### config.mk
export PLATFORM = sky130hd
export DESIGN_NAME = apb_master_bridge_flat
export DESIGN_NICKNAME = d
export VERILOG_FILES = /design/src/rtl/apb_master_bridge_if.sv /design/src/rtl/apb_master_bridge.sv /design/src/flat_wrapper.sv
export SDC_FILE = /design/constraint.sdc
export NUM_CORES = 1
export LEC_CHECK = 0
export CORE_ASPECT_RATIO = 0.6
export CORE_UTILIZATION = 45
export DETAILED_ROUTE_END_ITERATION = 12
export PLACE_DENSITY_LB_ADDON = 0.12
export SYNTH_ARGS = -nofsm -noshare
export SYNTH_HDL_FRONTEND = slang
export SYNTH_SLANG_ARGS = --single-unit
### constraint.sdc
create_clock -name pclk -period 3 [get_ports pclk]
set_clock_uncertainty 0.1 [all_clocks]
set_input_delay 0.45 -clock pclk [delete_from_list [all_inputs] [get_ports pclk]]
set_output_delay 0.45 -clock pclk [all_outputs]
set_load 0.005 [all_outputs]
### src/rtl/apb_master_bridge_if.sv
// Bundles the CPU-side request/response handshake and the APB bus of the bridge.
// master: the bridge's own view. slave: the view of the environment around it,
// meaning the requesting interconnect plus the APB responders.
interface apb_master_bridge_if #(
   parameter int NUM_SLAVES = 4
);
   // Request channel. A transfer is accepted on a rising edge where
   // req_valid && req_ready. req_ready depends only on bridge state and never
   // on req_valid. The request fields matter only in the accepting cycle.
   logic                  req_valid;
   logic                  req_ready;
   logic                  req_write;
   logic [31:0]           req_addr;
   logic [31:0]           req_wdata;
   // Response strobe: rsp_valid is high for exactly one cycle per accepted request.
   logic                  rsp_valid;
   logic [31:0]           rsp_rdata;
   logic                  rsp_err;
   // APB bus
   logic [NUM_SLAVES-1:0] psel;
   logic                  penable;
   logic [31:0]           paddr;
   logic                  pwrite;
   logic [31:0]           pwdata;
   logic [31:0]           prdata;
   logic                  pready;

   modport master (
      input  req_valid, req_write, req_addr, req_wdata, prdata, pready,
      output req_ready, rsp_valid, rsp_rdata, rsp_err,
             psel, penable, paddr, pwrite, pwdata
   );

   modport slave (
      output req_valid, req_write, req_addr, req_wdata, prdata, pready,
      input  req_ready, rsp_valid, rsp_rdata, rsp_err,
             psel, penable, paddr, pwrite, pwdata
   );
endinterface

### src/rtl/apb_master_bridge.sv
// APB initiator: turns one valid/ready request into a single SETUP+ACCESS
// transfer. It decodes the slave from an address bit field. Undecoded
// addresses and transfers whose wait states run too long complete with an
// error response.
module apb_master_bridge #(
   parameter int NUM_SLAVES     = 4,
   parameter int SEL_LO         = 12,
   parameter int TIMEOUT_CYCLES = 16
) (
   input  logic                  pclk,
   input  logic                  presetn,
   apb_master_bridge_if.master   bus,
   output logic [1:0]            state_dbg
);

   typedef enum logic [1:0] {IDLE = 2'd0, SETUP = 2'd1, ACCESS = 2'd2, RESP = 2'd3} state_t;

   // The wait counter holds values 0..TIMEOUT_CYCLES-1. It is never narrower than 1 bit.
   localparam int            CW        = $clog2(TIMEOUT_CYCLES + 2);
   localparam logic [CW-1:0] WAIT_LAST = CW'(TIMEOUT_CYCLES - 1);

   state_t                  state_q, state_d;
   logic [3:0]              idx_q;
   logic [CW-1:0]           wait_q;
   logic [31:0]             paddr_q, pwdata_q, rdata_q;
   logic                    pwrite_q, err_q;
   logic [NUM_SLAVES-1:0]   psel_d;

   logic [3:0]              req_idx;
   logic                    idx_ok, accept;
   logic                    rsp_load, rsp_err_d, wait_inc;
   logic [31:0]             rsp_rdata_d;

   assign req_idx = bus.req_addr[SEL_LO+3:SEL_LO];
   assign idx_ok  = ({1'b0, req_idx} < 5'(NUM_SLAVES));
   assign accept  = bus.req_valid && (state_q == IDLE);

   // State register. Reset returns the bus to IDLE at once, even mid-transfer.
   always_ff @(posedge pclk or negedge presetn) begin
      if (!presetn) state_q <= IDLE;
      else          state_q <= state_d;
   end

   // Next state. The response contents are loaded on the cycle that moves into RESP.
   always_comb begin
      state_d     = state_q;
      rsp_load    = 1'b0;
      rsp_err_d   = 1'b0;
      rsp_rdata_d = '0;
      wait_inc    = 1'b0;
      case (state_q)
         IDLE: begin
            if (accept) begin
               if (idx_ok) begin
                  state_d = SETUP;
               end else begin
                  // An undecoded address never reaches the bus and answers with an error.
                  state_d   = RESP;
                  rsp_load  = 1'b1;
                  rsp_err_d = 1'b1;
               end
            end
         end
         SETUP: state_d = ACCESS;
         ACCESS: begin
            if (bus.pready) begin
               state_d     = RESP;
               rsp_load    = 1'b1;
               rsp_rdata_d = pwrite_q ? 32'h0 : bus.prdata;
            end else if ((TIMEOUT_CYCLES != 0) && (wait_q == WAIT_LAST)) begin
               // The slave has held pready low too long. Give up the bus rather than hang.
               state_d   = RESP;
               rsp_load  = 1'b1;
               rsp_err_d = 1'b1;
            end else begin
               wait_inc = 1'b1;
            end
         end
         RESP:    state_d = IDLE;
         default: state_d = IDLE;
      endcase
   end

   // Transfer context, response holding registers and the wait-state counter.
   always_ff @(posedge pclk or negedge presetn) begin
      if (!presetn) begin
         paddr_q  <= '0;
         pwrite_q <= 1'b0;
         pwdata_q <= '0;
         idx_q    <= '0;
         rdata_q  <= '0;
         err_q    <= 1'b0;
         wait_q   <= '0;
      end else begin
         if (accept) begin
            paddr_q  <= bus.req_addr;
            pwrite_q <= bus.req_write;
            pwdata_q <= bus.req_wdata;
            idx_q    <= req_idx;
         end
         if (rsp_load) begin
            rdata_q <= rsp_rdata_d;
            err_q   <= rsp_err_d;
         end
         if (state_q == RESP)  wait_q <= '0;
         else if (wait_inc)    wait_q <= wait_q + 1'b1;
      end
   end

   // One-hot select. It is driven only in SETUP/ACCESS, and idx_q is always in range there.
   always_comb begin
      psel_d = '0;
      for (int i = 0; i < NUM_SLAVES; i++) begin
         psel_d[i] = ((state_q == SETUP) || (state_q == ACCESS)) && (idx_q == 4'(i));
      end
   end

   assign bus.req_ready = (state_q == IDLE);
   assign bus.psel      = psel_d;
   assign bus.penable   = (state_q == ACCESS);
   assign bus.paddr     = paddr_q;
   assign bus.pwrite    = pwrite_q;
   assign bus.pwdata    = pwdata_q;
   assign bus.rsp_valid = (state_q == RESP);
   assign bus.rsp_rdata = (state_q == RESP) ? rdata_q : 32'h0;
   assign bus.rsp_err   = (state_q == RESP) && err_q;
   assign state_dbg     = state_q;

endmodule

### src/flat_wrapper.sv
// flat-port wrapper written by rule: the top's interface ports become plain ports
module apb_master_bridge_flat 
#(
   parameter int NUM_SLAVES     = 4,
   parameter int SEL_LO         = 12,
   parameter int TIMEOUT_CYCLES = 16
)
  (pclk, presetn, state_dbg, bus_req_valid, bus_req_write, bus_req_addr, bus_req_wdata, bus_prdata, bus_pready, bus_req_ready, bus_rsp_valid, bus_rsp_rdata, bus_rsp_err, bus_psel, bus_penable, bus_paddr, bus_pwrite, bus_pwdata);
  apb_master_bridge_if #(.NUM_SLAVES(NUM_SLAVES)) bus_i ();
  input  logic pclk;
  input  logic presetn;
  output logic [1:0] state_dbg;
  input wire logic [$bits(bus_i.req_valid)-1:0] bus_req_valid;
  input wire logic [$bits(bus_i.req_write)-1:0] bus_req_write;
  input wire logic [$bits(bus_i.req_addr)-1:0] bus_req_addr;
  input wire logic [$bits(bus_i.req_wdata)-1:0] bus_req_wdata;
  input wire logic [$bits(bus_i.prdata)-1:0] bus_prdata;
  input wire logic [$bits(bus_i.pready)-1:0] bus_pready;
  output wire logic [$bits(bus_i.req_ready)-1:0] bus_req_ready;
  output wire logic [$bits(bus_i.rsp_valid)-1:0] bus_rsp_valid;
  output wire logic [$bits(bus_i.rsp_rdata)-1:0] bus_rsp_rdata;
  output wire logic [$bits(bus_i.rsp_err)-1:0] bus_rsp_err;
  output wire logic [$bits(bus_i.psel)-1:0] bus_psel;
  output wire logic [$bits(bus_i.penable)-1:0] bus_penable;
  output wire logic [$bits(bus_i.paddr)-1:0] bus_paddr;
  output wire logic [$bits(bus_i.pwrite)-1:0] bus_pwrite;
  output wire logic [$bits(bus_i.pwdata)-1:0] bus_pwdata;
  assign bus_i.req_valid = bus_req_valid;
  assign bus_i.req_write = bus_req_write;
  assign bus_i.req_addr = bus_req_addr;
  assign bus_i.req_wdata = bus_req_wdata;
  assign bus_i.prdata = bus_prdata;
  assign bus_i.pready = bus_pready;
  assign bus_req_ready = bus_i.req_ready;
  assign bus_rsp_valid = bus_i.rsp_valid;
  assign bus_rsp_rdata = bus_i.rsp_rdata;
  assign bus_rsp_err = bus_i.rsp_err;
  assign bus_psel = bus_i.psel;
  assign bus_penable = bus_i.penable;
  assign bus_paddr = bus_i.paddr;
  assign bus_pwrite = bus_i.pwrite;
  assign bus_pwdata = bus_i.pwdata;
  apb_master_bridge #(.NUM_SLAVES(NUM_SLAVES), .SEL_LO(SEL_LO), .TIMEOUT_CYCLES(TIMEOUT_CYCLES)) u_core (.pclk(pclk), .presetn(presetn), .bus(bus_i), .state_dbg(state_dbg));
endmodule
== Word level (Yosys, flattened, before mapping) ==
Index checks and enable logic that the tools add are counted.

* Logic and storage cells: 51
* Register bits after elaboration: 109
* Input bits: 101

* Mux-type cells: 21
* Eq/ne operators: 9
* Order comparisons: 1
* Add/subtract/negate cells: 1
* Reduce and logical (&&, ||, !) cells: 11

{| class="wikitable"
|+ Operators with widths
! kind !! count
|-
| 32-bit 2-to-1 mux || 4
|-
| 5-bit 2-to-1 mux || 2
|-
| 4-bit by 2-bit == test with 1-bit output (second input constant) || 2
|-
| 1-bit 2-to-1 mux || 8
|-
| 2-bit 2-to-1 mux || 4
|-
| 2-bit one-hot mux with 4 select lines || 1
|-
| 1-bit logical AND || 6
|-
| 5-bit by 1-bit adder with 5-bit output (second input constant) || 1
|-
| 5-bit by 4-bit == test with 1-bit output (second input constant) || 1
|-
| 2-bit == test (second input constant) || 2
|-
| 4-bit by 1-bit == test with 1-bit output (second input constant) || 1
|-
| 4-bit zero test || 1
|-
| 4-bit by 3-bit < comparator with 1-bit output (second input constant) || 1
|-
| 1-bit one-hot mux with 2 select lines || 2
|-
| 3-bit by 2-bit inequality test with 1-bit output (second input constant) || 1
|-
| 2-bit by 1-bit == test with 1-bit output (second input constant) || 1
|-
| 2-bit zero test || 1
|-
| 2-bit by 1-bit inequality test with 1-bit output (second input constant) || 1
|-
| 2-bit AND reduction || 1
|-
| 2-bit nonzero test || 1
|-
| 1-bit logical OR || 1
|}

== Longest topological paths before layout ==
Gate-level depths: netlist of run 1.

* Depth after elaboration: 6
* Gate-level depth with buffers: 8
* Gate-level depth less buffers: 6

== Worst setup path after synthesis of run 1 ==
OpenSTA, ideal clock, no wires.

* Path kind: register to register
* From: reg u_core.wait_q[0]
* To: reg u_core.rdata_q[0]
* Setup time: 0.065 ns
* Required time: 2.835 ns
* Cell stages (with the launch flop): 9
* Period minus slack after synthesis: 1.808 ns
* Arrival time: 1.642 ns
* Setup slack: 1.192 ns
* Cells stage by stage: dfrtp_1 > ha_1 > and3_1 > ha_1 > o21a_1 > nor2b_1 > buf_6 > buf_6 > a22o_1

* Word-level cells in the longest chain between the ends: 4

{| class="wikitable"
|+ Ends and longest elaborated chain
! what !! line !! text
|-
| start, declared || apb_master_bridge.sv:24 || <nowiki>logic [CW-1:0] wait_q;</nowiki>
|-
| start signal, assigned || apb_master_bridge.sv:106 || <nowiki>else if (wait_inc) wait_q <= wait_q + 1'b1;</nowiki>
|-
| 5-bit by 4-bit == test with 1-bit output || apb_master_bridge.sv:70 || <nowiki>end else if ((TIMEOUT_CYCLES != 0) && (wait_q == WAIT_LAST)) begin</nowiki>
|-
| 1-bit 2-to-1 mux || apb_master_bridge.sv:70 ||
|-
| 1-bit 2-to-1 mux || apb_master_bridge.sv:66 || <nowiki>if (bus.pready) begin</nowiki>
|-
| 1-bit one-hot mux with 2 select lines || apb_master_bridge.sv:51 || <nowiki>case (state_q)</nowiki>
|-
| end signal, assigned || apb_master_bridge.sv:102 || <nowiki>rdata_q <= rsp_rdata_d;</nowiki>
|-
| end, declared || apb_master_bridge.sv:25 || <nowiki>logic [31:0] paddr_q, pwdata_q, rdata_q;</nowiki>
|}

No other way between the ends.
A chain may end at the register's enable or synchronous reset.

== Worst setup path in the final report of run 1 ==
* From: reg u_core.state_q[0], in the netlist u_core.state_dbg[0]
* To: out bus_psel[0]

* Word-level cells in the longest chain between the ends: 3
* Elaborated cells on any way between the ends: 4
* Those cells by class: eq/ne: 2; reduce/logical: 2

{| class="wikitable"
|+ Ends and longest elaborated chain
! what !! line !! text
|-
| start, declared || apb_master_bridge.sv:22 || <nowiki>state_t state_q, state_d;</nowiki>
|-
| start signal, assigned || apb_master_bridge.sv:41 || <nowiki>else state_q <= state_d;</nowiki>
|-
| 2-bit by 1-bit == test with 1-bit output or 2-bit == test (tied branches) || apb_master_bridge.sv:114 || <nowiki>psel_d[i] = ((state_q == SETUP) || (state_q == ACCESS)) && (idx_q == 4'(i));</nowiki>
|-
| 1-bit logical OR (*) || apb_master_bridge.sv:114 ||
|-
| 1-bit logical AND (*) || apb_master_bridge.sv:114 ||
|-
| end, declared || flat_wrapper.sv:23 || <nowiki>output wire logic [$bits(bus_i.psel)-1:0] bus_psel;</nowiki>
|}

Mark *: on every way between the ends. The rest lies on a longest branch, timed or not.

==> results of run 1 <==
==> worst min-delay path by stage <==
stage,from,end,slack [ns]
floorplan,presetn,u_core.bus.paddr[0],0.05
global placement,presetn,u_core.rdata_q[27],0.37
detailed placement,presetn,u_core.rdata_q[28],0.37
CTS,u_core.rdata_q[21],u_core.rdata_q[21],0.40
global route,u_core.rdata_q[27],u_core.rdata_q[27],0.41
finish,u_core.rdata_q[22],u_core.rdata_q[22],0.39
==> cell type report <==
class,count,share of cell area (%)
clock buffers,9,3.23
multi-input cells,170,24.4
inverters,6,0.323
repair buffers,215,30.9
well taps,130,2.33
clock inverters,7,1.09
flip-flops and latches,105,37.7
==> Yosys cell counts, types with 4 or more instances <==
library cell / n
inv_1: 6
mux2_4: 50
nand2_1: 5
and2_1: 33
buf_2: 4
nor2_1: 7
mux2_2: 15
clkbuf_1: 4
dfrtp_1: 105
a22o_1: 32
ha_1: 5
buf_6: 10
==> timing repair <==
| item | CTS | global route |
|---|---|---|
| setup buffers | 0 | 0 |
| hold endpoints to repair | 2 | 0 |
| hold buffers | 1 | 0 |
==> per-stage QoR <==
stage,worst slack [ns],std cells,utilization [%]
5_1_grt,0.191,642,74.0
3_5_place_dp,0.756,625,70.7
6_report,0.357,642,74.0
2_1_floorplan,1.19,299,-
3_3_place_gp,0.799,625,70.7
4_1_cts,0.333,642,74.0
==> routing by layer <==
| layer | up-vias | track usage, % | part of all wire, % |
|---|---|---|---|
| met2 | 114 | 35.4 | 48 |
| met1 | 1560 | 27.0 | 43 |
| met3 | 8 | 6.97 | 7.9 |
| met4 | 0 | 5.52 | 0.68 |
| met5 | - | 0 | 0 |
| li1 | 1468 | - | - |
==> layout by cell type, fill, tap and decap left out, types with 3 or more instances in the layout <==
| master | n |
|---|---|
| inv_1 | 6 |
| clkbuf_16 | 9 |
| inv_6 | 3 |
| mux2_2 | 15 |
| nor2_1 | 7 |
| mux2_4 | 50 |
| buf_4 | 6 |
| dfrtp_1 | 105 |
| ha_1 | 5 |
| clkdlybuf4s50_1 | 206 |
| and2_1 | 33 |
| nand2_1 | 4 |
| a22o_1 | 32 |
==> where the power goes <==
group / internal, mW / switching (mW)
clock: 0.654 / 0.516
sequential: 2.08 / 0.399
combinational: 2.01 / 0.971
==> logic make-up after synthesis <==
logic type               after synthesis
buffers and inverters                 24
AO/OA/AOI/OAI                         42
AND/OR/NAND/NOR                       55
XOR/XNOR                               2
adder cells (fa/ha/maj)                5
multiplexers                          66
flip-flops                           105
==> flip-flops by register name (all words and copies together), names as in the netlist <==
name               flops
u_core.wait_q          5
u_core.err_q           1
u_core.rdata_q        32
u_core.bus.paddr      32
u_core.bus.pwdata     32
u_core.state_dbg       2
u_core.bus.pwrite      1
==> critical path, stage by stage (launching register included) <==
cell and delay, ns:
dfrtp_1 0.41, inv_1 0.09, ha_1 0.33, nand2b_1 0.08, nor4_1 0.28, clkdlybuf4s50_1 0.57
==> flow_summary.toml, run 1 <==
[outcome]
status = "complete, no violations"

[final_layout]
fin_area_um2 = 6980
diodes = 0
n_fill_cell = 634
synthToLayoutAreaGrowth_pct = 55.3
seqCellArea_um2 = 2630
drive_gt1_share_pct = 18.6
nets = 613
multi_input_area_um2 = 1700

[cts]
cts_sinks = 105
cts-resized-gates = 0
numCtsBuffers = 9
tritoncts = "done"
htreeDepth = 3
clock_tree.buffer_depth = 2
clk_latency_ns = 0.34
clkTransAtPathRegs_ns = 0.07
clock-root-buffer = "clkbuf_16"

[yosys]
synth_top_family_by_area = "multiplexers"
yosysSeqAreaShare_pct = 58.5
netlist_area_um2 = 4490
synth_compound_area_share_pct = 7.86
synthDistinctLibCells = 31
async_flop_share_pct = 100
syn_nets = 405
synth_top_area_share_pct = 58.5
syn_inst = 299
synth_xor_area_share_pct = 0.390
ys_warn_count = 0
synthFlopType = "dfrtp_1"
avgSynthCellArea_um2 = 15.0
synth_mux_area_share_pct = 20.7
synthAdderAreaFrac_pct = 1.39
synth_edf_count = 0
ys_seq_elements = 105
synth-simple-area-share_pct = 7.38
synth.area.top_cells = "dfrtp_1 (58%), mux2_4 (17%), a22o_1 (6.2%), and2_1 (4.6%), mux2_2 (3.8%)"
yosysTopAreaCell = "dfrtp_1"

[critical_path]
crit_required_ns = 2.45
cp_max_fo = 4
worst-r2r-setup-slack_ns = 0.90
worstSetupPathType = "reg2out"
crit_start = "u_core.state_dbg[0]"
r2r-end = "u_core.rdata_q[5]"
r2r-start = "u_core.wait_q[0]"
startpoint_type = "register"
arrival_ns = 2.09
r2r_cells = 7
crit_end = "bus_psel[0]"
worst_setup_path_end_kind = "output port"

[placed_design]
place_congestion = 0.753
dp_hpwl_um = 7960
port_buffers = 207
placed_area_um2 = 6660

[drt]
wl_per_cell_um = 17.0
drc_errors = 0
dr.pass1.iters = 4
drt_iter0_drc = 65
vias_per_cell = 4.91
antenna_left = 0
drt-total-wl_um = 10900
vias = 3150

[grt]
grt_max_degree = 64
antenna_found_initial = 0
grt-ovfl-total = 0
grt_pass1_wl_um = 16800
first_global_vias = 3252
grt_use_total_pct = 21.4

[timing]
tightest_slew_ns = 0.546
fin_hold_ws_ns = 0.395
finalCritPeriodShare_pct = 88.1
setup_viol_count_final = 0
max_slew_margin_pct = 63.6
period_minus_slack_ns = 2.64
setup_tns_ns = 0
hold_viol = 0
rsz0062_at_grt = "false"
drv_slew = 0
fmax_ghz = 0.378

[floorplan]
initial_utilization_pct = 47.7
die_height_um = 79.4
io_pins = 208
dieArea_um2 = 10400
die_w_um = 131
core_um2 = 9430
row_count = 27

[hold_path]
hold_depth = 1
holdCritPathClass = "reg2reg"

[power_and_ir_drop]
power_density_nw_per_um2 = 950
power_leakage_nw = 3.16
ir_worst_vdd_mv = 0.563
power_mw = 6.63

[flow_run]
cap_violations = 0
Power figures use the tool's default switching activity.
==> inputs of run 2 (changes only) <==
Settings changed: TNS_END_PERCENT set to 20.
==> results of run 2 <==
Final layout, timing and power as in run 1 (identical DEF).
==> inputs of run 3 (changes only) <==
Settings changed: CORE_ASPECT_RATIO 0.6 to unset, SLEW_MARGIN set to 15.
==> flow_summary.toml, run 3 (same netlist as run 1, synthesis figures left out) <==
[outcome]
status = "complete, no violations"

[floorplan]
die_height_um = 102
io_pins = 208
dieArea_um2 = 10400
row_count = 36
core_um2 = 9730
initial_utilization_pct = 46.2
die_w_um = 102

[drt]
vias_per_cell = 4.88
antenna_left = 0
drt-total-wl_um = 10500
drc_errors = 0
dr.pass1.iters = 5
vias = 3138
wl_per_cell_um = 16.4
drt_iter0_drc = 102

[power_and_ir_drop]
power_leakage_nw = 3.13
power_switching_mw = 1.81
p_seq_share_pct = 38.9
switching_share_pct = 28.4
internal_power_mw = 4.56
power_mw = 6.37
combPwrFrac_pct = 46.3
power_density_nw_per_um2 = 924
clockPowerShare_pct = 14.8
ir_worst_vdd_mv = 0.491

[hold_path]
holdCritPathClass = "in2async"

[grt]
first_global_vias = 3186
grt-ovfl-total = 0
grt_max_degree = 54
grt_use_total_pct = 20.1
antenna_found_initial = 0
grt_pass1_wl_um = 16000

[final_layout]
seqCellArea_um2 = 2630
drive_gt1_share_pct = 18.4
nets = 611
synthToLayoutAreaGrowth_pct = 53.6
n_fill_cell = 730
mostFrequentLayoutCells = "clkdlybuf4s50_1 (206), dfrtp_1 (105), mux2_4 (50)"
final_common_cell = "clkdlybuf4s50_1"
instances_no_fill = 643
diodes = 0
multi_input_area_um2 = 1700

[critical_path]
cp_max_fo = 4
max_stage_delay_ns = 0.55
path_buf_inv = 2
path_cells = "inv_1 -> ha_1 -> nand2b_1 -> nor4_1 -> clkdlybuf4s50_1"
worstSetupPathType = "reg2out"
worst-r2r-setup-slack_ns = 0.94
crit_family = "buffers and inverters"
arrival_ns = 1.96
r2r_cells = 5
startpoint_type = "register"
crit_required_ns = 2.45
r2r-end = "u_core.bus.paddr[3]"
r2r-start = "u_core.state_dbg[0]"
crit_slowest_cell = "clkdlybuf4s50_1"
worst_setup_path_end_kind = "output port"

[cts]
numCtsBuffers = 9
clock-root-buffer = "clkbuf_8"
clkTransAtPathRegs_ns = 0.10
tritoncts = "done"
post_cts_buffers = 0
cts-resized-gates = 0
cts_sinks = 105
clk_latency_ns = 0.35
htreeDepth = 3
clock_tree.buffer_depth = 2
postCtsHoldBufs = 0

[timing]
fin_hold_ws_ns = 0.0285
setup_tns_ns = 0
tightest_slew_ns = 0.694
drv_slew = 0
rsz0062_at_grt = "false"
hold_viol = 0
period_minus_slack_ns = 2.51
finalCritPeriodShare_pct = 83.6
max_slew_margin_pct = 53.7
setup_viol_count_final = 0
fmax_ghz = 0.399

[placed_design]
place_inst = 627
dp_hpwl_um = 7490
port_buffers = 207
place_congestion = 0.748

[flow_run]
cap_violations = 0
[run 3: cell types whose count changed in the layout (fill, tap and decap cells not counted)]
cell           change
buf_12             +1
clkbuf_8          +13
buf_4              -2
inv_6              -3
dlygate4sd3_1      -1
clkinvlp_4         -1
clkbuf_16          -9
clkinv_2           -1
clkinv_4           +1
[run 3: stage by stage]
stage	area, µm²	setup WS, ns	utilization (%)
global route	6900	0.345	70.9
detailed placement	6670	0.743	68.6
floorplan	4490	1.19	-
global placement	6670	0.777	68.6
finish	6900	0.491	70.9
CTS	6900	0.454	70.9
[run 3: how the worst max path moves through the flow]
stage / startpoint / endpoint / slack [ns] / cells past startpoint
2_1_floorplan: u_core.wait_q[0] / u_core.rdata_q[0] / 1.19 / 8
3_3_place_gp: bus_req_valid / u_core.bus.paddr[3] / 0.78 / 4
3_5_place_dp: bus_req_valid / u_core.bus.paddr[4] / 0.74 / 4
4_1_cts: u_core.state_dbg[1] / bus_psel[0] / 0.45 / 5
5_1_grt: u_core.state_dbg[0] / bus_psel[0] / 0.34 / 5
6_report: u_core.state_dbg[1] / bus_psel[0] / 0.49 / 5
[run 3: cell type report]
cell class | instances | share of cell area [%]
Clock buffer | 13 | 2.59
Clock inverter | 3 | 0.671
Inverter | 6 | 0.327
Multi-Input combinational cell | 170 | 24.7
Sequential cell | 105 | 38.1
Tap cell | 133 | 2.41
Timing Repair Buffer | 213 | 31.2
[run 3: power by group through the flow]
stage	Combinational [mW]	Clock, mW	Sequential, mW
2_1_floorplan	1.47	0	2.46
5_1_grt	3.17	1.04	2.56
6_report	2.95	0.942	2.48
3_3_place_gp	2.91	0	2.47
4_1_cts	3.00	0.975	2.48
3_5_place_dp	2.99	0	2.48
[run 3: worst register-to-register path, cell delays in order (launching register included)]
cell	delay, ns
dfrtp_1	0.40
inv_1	0.08
ha_1	0.31
nand2_4	0.41
buf_12	0.29
mux2_2	0.36
[run 3: layer usage]
| metal | routed length (µm) | track usage (%) |
|---|---|---|
| met1 | 4470 | 25.8 |
| met2 | 4950 | 32.0 |
| met3 | 903 | 6.36 |
| met4 | 189 | 7.36 |
| met5 | 0 | 0 |
